==> config.mk <==
export PLATFORM = sky130hd
export DESIGN_NAME = ledkey_io
export DESIGN_NICKNAME = d
export VERILOG_FILES = /design/src/rtl/ledkey_pkg.sv /design/src/rtl/ledkey_debounce.sv /design/src/rtl/ledkey_io.sv
export SDC_FILE = /design/constraint.sdc
export NUM_CORES = 1
export LEC_CHECK = 0
export CORE_MARGIN = 4
export CORE_UTILIZATION = 50
export CTS_CLUSTER_SIZE = 28
export DETAILED_ROUTE_END_ITERATION = 12
export PLACE_DENSITY_LB_ADDON = 0.05
export SLEW_MARGIN = 20
export SYNTH_ARGS = -nofsm -noshare
export SYNTH_HDL_FRONTEND = slang
export SYNTH_SLANG_ARGS = --single-unit
==> constraint.sdc <==
create_clock -name clk -period 2.7 [get_ports clk]
set_input_delay 0.675 -clock clk [delete_from_list [all_inputs] [get_ports clk]]
set_output_delay 0.675 -clock clk [all_outputs]
set_load 0.1 [all_outputs]
==> src/rtl/ledkey_pkg.sv <==
// Shared register map, CTRL layout and reset values for the LED/key peripheral.
// LEDKEY_PWM_EN adds the 4-bit BRIGHT field to CTRL.
package ledkey_pkg;

    localparam logic [7:0] COL_BASE      = 8'h00;
    localparam logic [7:0] KEY_STATE_OFS = 8'h40;
    localparam logic [7:0] KEY_PRESS_OFS = 8'h44;
    localparam logic [7:0] CTRL_OFS      = 8'h48;

    localparam int CTRL_SCAN_EN_BIT = 0;
    localparam int CTRL_BRIGHT_LSB  = 8;
    localparam int CTRL_BRIGHT_MSB  = 11;

`ifdef LEDKEY_PWM_EN
    typedef struct packed {
        logic [3:0] bright;
        logic       scan_en;
    } ctrl_t;

    localparam ctrl_t CTRL_RST = '{bright: 4'hF, scan_en: 1'b1};

    function automatic logic [31:0] ctrl_word(input ctrl_t c);
        logic [31:0] w;
        w = '0;
        w[CTRL_SCAN_EN_BIT] = c.scan_en;
        w[CTRL_BRIGHT_MSB:CTRL_BRIGHT_LSB] = c.bright;
        return w;
    endfunction
`else
    typedef struct packed {
        logic scan_en;
    } ctrl_t;

    localparam ctrl_t CTRL_RST = '{scan_en: 1'b1};

    function automatic logic [31:0] ctrl_word(input ctrl_t c);
        logic [31:0] w;
        w = '0;
        w[CTRL_SCAN_EN_BIT] = c.scan_en;
        return w;
    endfunction
`endif

endpackage

==> src/rtl/ledkey_debounce.sv <==
// One push-button: 2-FF synchroniser, stability counter, debounced state
// and a single-cycle pulse on each accepted press.
module ledkey_debounce #(
    parameter int DEB_CYCLES = 120000
) (
    input  logic clk,
    input  logic rst,
    input  logic key_n_i,
    output logic state_o,
    output logic press_o
);

    localparam int CW = $clog2(DEB_CYCLES);
    localparam logic [CW-1:0] CNT_MAX = CW'(DEB_CYCLES - 1);

    logic          sync1_q, sync2_q;
    logic          state_q, state_d;
    logic [CW-1:0] cnt_q, cnt_d;
    logic          lvl, differ, hit;

    assign lvl    = ~sync2_q;
    assign differ = lvl ^ state_q;
    assign hit    = differ && (cnt_q == CNT_MAX);

    always_comb begin
        cnt_d   = '0;
        state_d = state_q;
        if (differ) begin
            cnt_d = hit ? '0 : cnt_q + 1'b1;
        end
        if (hit) begin
            state_d = ~state_q;
        end
    end

    always_ff @(posedge clk) begin
        if (rst) begin
            // synchroniser starts at the released (high) level
            sync1_q <= 1'b1;
            sync2_q <= 1'b1;
            state_q <= 1'b0;
            cnt_q   <= '0;
        end else begin
            sync1_q <= key_n_i;
            sync2_q <= sync1_q;
            state_q <= state_d;
            cnt_q   <= cnt_d;
        end
    end

    assign state_o = state_q;
    assign press_o = hit & lvl;

endmodule

==> src/rtl/ledkey_io.sv <==
// Memory-mapped LED matrix scanner with debounced, sticky key inputs.
// Define LEDKEY_PWM_EN to enable per-slot brightness control via CTRL.BRIGHT.
module ledkey_io
    import ledkey_pkg::*;
#(
    parameter int NCOLS      = 4,
    parameter int NKEYS      = 4,
    parameter int SCAN_DIV   = 3000,
    parameter int DEB_CYCLES = 120000
) (
    input  logic             clk,
    input  logic             rst,
    input  logic             mem_select,
    input  logic [7:0]       mem_addr,
    input  logic [31:0]      mem_wdata,
    input  logic             mem_wstrobe,
    output logic [31:0]      mem_rdata,
    output logic             mem_done,
    input  logic [NKEYS-1:0] keys_n,
    output logic [7:0]       leds_n,
    output logic [NCOLS-1:0] lcol_n
);

    localparam int SW  = $clog2(SCAN_DIV);
    localparam int CIW = (NCOLS > 1) ? $clog2(NCOLS) : 1;
    localparam logic [SW-1:0]  SLOT_LAST = SW'(SCAN_DIV - 1);
    localparam logic [CIW-1:0] COL_LAST  = CIW'(NCOLS - 1);

    logic [7:0]       col_q [NCOLS];
    logic [7:0]       col_d [NCOLS];
    ctrl_t            ctrl_q, ctrl_d;
    logic [NKEYS-1:0] key_state, key_rise;
    logic [NKEYS-1:0] press_q, press_d, w1c;
    logic             done_q;
    logic [31:0]      rdata_q, rdata_d;
    logic [SW-1:0]    slot_q, slot_d;
    logic [CIW-1:0]   cidx_q, cidx_d;
    logic [7:0]       leds_q, leds_d;
    logic [NCOLS-1:0] lcol_q, lcol_d;
    logic [7:0]       ofs;
    logic             accept, wr, rd;
    logic             scan_en, drive, pwm_ok;
    logic             unused_ok;

    assign ofs    = {mem_addr[7:2], 2'b00};
    assign accept = mem_select & ~done_q;
    assign wr     = accept & mem_wstrobe;
    assign rd     = accept & ~mem_wstrobe;

    assign unused_ok = ^{mem_wdata, mem_addr[1:0]};

    for (genvar k = 0; k < NKEYS; k++) begin : g_key
        ledkey_debounce #(
            .DEB_CYCLES(DEB_CYCLES)
        ) u_deb (
            .clk    (clk),
            .rst    (rst),
            .key_n_i(keys_n[k]),
            .state_o(key_state[k]),
            .press_o(key_rise[k])
        );
    end

    always_comb begin
        rdata_d = '0;
        if (rd) begin
            for (int c = 0; c < NCOLS; c++) begin
                if (ofs == COL_BASE + 8'(4 * c)) begin
                    rdata_d[7:0] = col_q[c];
                end
            end
            if (ofs == KEY_STATE_OFS) begin
                rdata_d[NKEYS-1:0] = key_state;
            end
            if (ofs == KEY_PRESS_OFS) begin
                rdata_d[NKEYS-1:0] = press_q;
            end
            if (ofs == CTRL_OFS) begin
                rdata_d = ctrl_word(ctrl_q);
            end
        end
    end

    always_comb begin
        for (int c = 0; c < NCOLS; c++) begin
            col_d[c] = col_q[c];
            if (wr && ofs == COL_BASE + 8'(4 * c)) begin
                col_d[c] = mem_wdata[7:0];
            end
        end
        ctrl_d = ctrl_q;
        if (wr && ofs == CTRL_OFS) begin
            ctrl_d.scan_en = mem_wdata[CTRL_SCAN_EN_BIT];
`ifdef LEDKEY_PWM_EN
            ctrl_d.bright = mem_wdata[CTRL_BRIGHT_MSB:CTRL_BRIGHT_LSB];
`endif
        end
        w1c = '0;
        if (wr && ofs == KEY_PRESS_OFS) begin
            w1c = mem_wdata[NKEYS-1:0];
        end
        // a new press in the same cycle as its clear must not be lost
        press_d = (press_q & ~w1c) | key_rise;
    end

    // scan follows the enable being written so disable/enable act at once
    assign scan_en = ctrl_d.scan_en;

`ifdef LEDKEY_PWM_EN
    assign pwm_ok = (slot_q[3:0] <= ctrl_q.bright);
`else
    assign pwm_ok = 1'b1;
`endif

    assign drive = scan_en && (slot_q != '0) && pwm_ok;

    always_comb begin
        slot_d = '0;
        cidx_d = '0;
        if (scan_en) begin
            cidx_d = cidx_q;
            if (slot_q == SLOT_LAST) begin
                cidx_d = (cidx_q == COL_LAST) ? '0 : cidx_q + 1'b1;
            end else begin
                slot_d = slot_q + 1'b1;
            end
        end
        lcol_d = '1;
        leds_d = '1;
        if (drive) begin
            for (int c = 0; c < NCOLS; c++) begin
                if (cidx_q == CIW'(c)) begin
                    lcol_d[c] = 1'b0;
                    leds_d    = ~col_q[c];
                end
            end
        end
    end

    always_ff @(posedge clk) begin
        if (rst) begin
            done_q  <= 1'b0;
            rdata_q <= '0;
            ctrl_q  <= CTRL_RST;
            press_q <= '0;
            slot_q  <= '0;
            cidx_q  <= '0;
            leds_q  <= '1;
            lcol_q  <= '1;
            for (int c = 0; c < NCOLS; c++) begin
                col_q[c] <= '0;
            end
        end else begin
            done_q  <= accept;
            rdata_q <= rdata_d;
            ctrl_q  <= ctrl_d;
            press_q <= press_d;
            slot_q  <= slot_d;
            cidx_q  <= cidx_d;
            leds_q  <= leds_d;
            lcol_q  <= lcol_d;
            for (int c = 0; c < NCOLS; c++) begin
                col_q[c] <= col_d[c];
            end
        end
    end

    assign mem_done  = done_q;
    assign mem_rdata = rdata_q;
    assign leds_n    = leds_q;
    assign lcol_n    = lcol_q;

endmodule

==> metrics.txt <==
largest family of logic cells by synthesized area=simple AND/OR/NAND/NOR gates; post-synthesis simple-gate area fraction=26.0%; initial antenna violation count=0; DP Wirelength=around 10000 µm; Num CTS Buffers=17; ys flop type=dfxtp_1; DR pass1 iterations=4; first-pass GRT wire length=24700 µm; EDFF count, synth=0; clock skew=0.00969 ns; worst rel slew slack=53.7%; Worst EP required=about 3 ns; total gr overflow=0; gp weighted congestion=0.823; sequential share of the synthesized area=between 40% and 50%; routed via count=5399; setup ws final=between 0.4 and 0.5 ns; Synth area leaders=dfxtp_1, xnor2_1, nor2_1, mux2i_1, nand3_1; clock latency at the later pin of the worst-skew pair=0.43 ns; FFs w/ async S/R, synth=0%; clock buffer depth=2; final number of max-transition violations=0; Max Cap Viol=0; Max Freq=roughly 450 MHz; pin count of the biggest net entering global routing=33; die extent in x=126 µm; Placement Setup Slack=0.0410 ns; Clock Root Buffer=clkbuf_16; CP max FO=3; clock sinks=152; Tot GR Track Use=19.0%; Post-Syn Area per Cell=9.00 µm²; Layout Utilization=60.0%; VDD IR-drop max=about 0.42 mV; # nets final=879; drt via density=5.35; CTS tree=done; dpl cell area=7420 µm²; diode count=0; Final Hold Vio Count=0; 1st-iter DRT viols=~290; period utilization=82.1%; crit path kind=in2reg; flops & latches, synth=152; final setup violation count=0; std cell rows=42; leading area contributor after synthesis=dfxtp_1; Chip Height=126 µm; Tightest Pin Transition=0.694 ns; setup tns final=0 ns; instance count of the mapped netlist=roughly 770; Yosys top cell area share=43.8%; die area=15800 µm²; xor and xnor fraction of the mapped netlist area=9.08%; compound-cell area share of the yosys netlist=6.23%; worst path arrival time=2.53 ns; io pins=93; total power=5.06 mW; r2r setup slk=0.59 ns; CTS resizes=0; Starting Density=51.8%; fill cell count=1179; Yosys Warn Count=0; Post-CTS Setup Bufs=0; Cell Area, Synth=a little under 7000 µm²; hold buffers post-CTS=0; run status=complete, no violations; DR DRC count=0; core area=13400 µm²; H-tree levels=4; mux contribution to synthesized area=6.47%; Leak=2.82 nW; post-layout minimum cycle time=2.22 ns; Reg clk slew, reported paths=0.06 ns; Power Density=629 nW/µm²; Syn-to-layout area delta=15.7%; Hold Crit Class=reg2reg; critical path endpoint category=register; Worst setup SP type=input pin; RSZ-0062 raised after global routing=false; vias in the first global route=between 5000 and 6000; Total Routed Length=14500 µm; Finished Cell Area=between 8000 and 9000 µm²; IO Port Bufs=42; Adder-Cell Fraction of Synth Area=1.80%; layout cells sized above 1=between 10% and 20%; wire per inst=14.4 µm; post-synth cell types=53; Final ANT Viol Nets=0
## worst paths after layout
check                                               end  cells past startpoint                     start
worst min register to register   g_key[2].u_deb.sync2_q                      1    g_key[2].u_deb.sync1_q
worst min-delay path             g_key[2].u_deb.sync2_q                      1    g_key[2].u_deb.sync1_q
worst max-delay path                         press_q[2]                      6               mem_addr[7]
worst max register to register  g_key[3].u_deb.cnt_q[6]                      4  g_key[3].u_deb.cnt_q[11]
## power breakdown
part | total [mW] | internal (mW) | switching (mW)
logic | 0.325 | 0.0709 | 0.254
clock network | 2.47 | 1.47 | 0.990
registers | 2.27 | 2.26 | 0.00946
## area by class of cell
| class | instances | area (µm²) | share of cell area [%] |
|---|---|---|---|
| clock buffer | 17 | 425 | 5.29 |
| clock inverter | 15 | 191 | 2.38 |
| tap | 176 | 220 | 2.74 |
| sequential | 152 | 3040 | 37.9 |
| inverter | 23 | 86.3 | 1.07 |
| multi-input combinational | 562 | 3540 | 44.0 |
| timing repair buffer | 65 | 536 | 6.66 |
## logic make-up after synthesis
| kind of cell | Yosys count |
|---|---|
| and+or+nand+nor | 351 |
| muxes | 43 |
| other | 1 |
| adders and majority gates | 10 |
| xor gates and xnor gates | 72 |
| DFF | 152 |
| buffers and inverters | 81 |
| AOI/OAI and AO/OA | 62 |
## placed cells by master (no fill, tap or decap), drive strengths merged, types with 3 or more instances in the layout
cell           synthesis  final
a211o                  5      5
a21oi                 13     13
a221oi                 8      8
a22oi                  3      3
a31oi                  5      5
and3                   7      7
and4                   3      3
buf                   37     45
bufinv                 0      3
clkbuf                21     17
clkdlybuf4s50          0     20
clkinv                 0      4
conb                   1     24
dfxtp                152    152
ha                    10     10
inv                   23     29
mux2i                 40     40
nand2                 31     31
nand2b                 5      5
nand3                 56     56
nand4                 25     25
nor2                 124    124
nor2b                 11     11
nor3                  36     36
nor4                  22     22
nor4b                  4      4
o211ai                 4      4
o21ai                  7      7
o2bb2ai                3      3
o31ai                 10     10
or2                   11     11
or3                    3      3
or4b                   5      5
xnor2                 57     57
xor2                  15     15
## metal layers
metal	GRT usage, %	vias up	share of wire, %
li1	-	2739	-
met1	23.3	2544	46
met2	31.5	92	47
met3	4.91	24	4.7
met4	8.58	0	2.0
met5	0	-	0
## metrics by stage
step / std cells / hold WS [ns]
CTS: 1010 / 0.408
global route: 1010 / 0.424
detailed placement: 978 / 0.393
finish: 1010 / 0.405
floorplan: 795 / 0.389
global placement: 978 / 0.393
## Yosys cell counts (3+ instances only)
| cell | n |
|---|---|
| nand4_1 | 25 |
| xnor2_1 | 57 |
| and4_1 | 3 |
| nand3_1 | 54 |
| or3_1 | 3 |
| nor2b_1 | 11 |
| o211ai_1 | 4 |
| inv_1 | 23 |
| o31ai_1 | 10 |
| nor3_1 | 36 |
| a211o_1 | 5 |
| xor2_1 | 15 |
| or4b_1 | 3 |
| dfxtp_1 | 152 |
| nor4_2 | 3 |
| nand2b_1 | 5 |
| clkbuf_1 | 20 |
| buf_6 | 3 |
| nand2_1 | 31 |
| buf_2 | 5 |
| o2bb2ai_1 | 3 |
| a31oi_1 | 5 |
| a22oi_1 | 3 |
| a21oi_1 | 13 |
| nor4_1 | 19 |
| a221oi_1 | 8 |
| buf_4 | 27 |
| nor2_1 | 124 |
| and3_1 | 7 |
| mux2i_1 | 40 |
| or2_2 | 10 |
| o21ai_0 | 7 |
| ha_1 | 10 |
## worst max-delay path, cell delays in order
cell             delay, ns
clkdlybuf4s50_1       0.45
or4b_2                0.75
nor4b_4               0.30
buf_4                 0.17
a211o_1               0.12
o41ai_1               0.06
## registers in the layout (all words and copies together) (netlist names)
register and count:
leds_n 8, col_q 32, slot_q 12, g_key.u_deb.sync2_q 4, mem_done 1, mem_rdata 8
g_key.u_deb.state_o 4, press_q 4, g_key.u_deb.sync1_q 4, ctrl_q 1, lcol_n 4, g_key.u_deb.cnt_q 68
cidx_q 2
No activity file was read; power rests on OpenSTA's default activity.
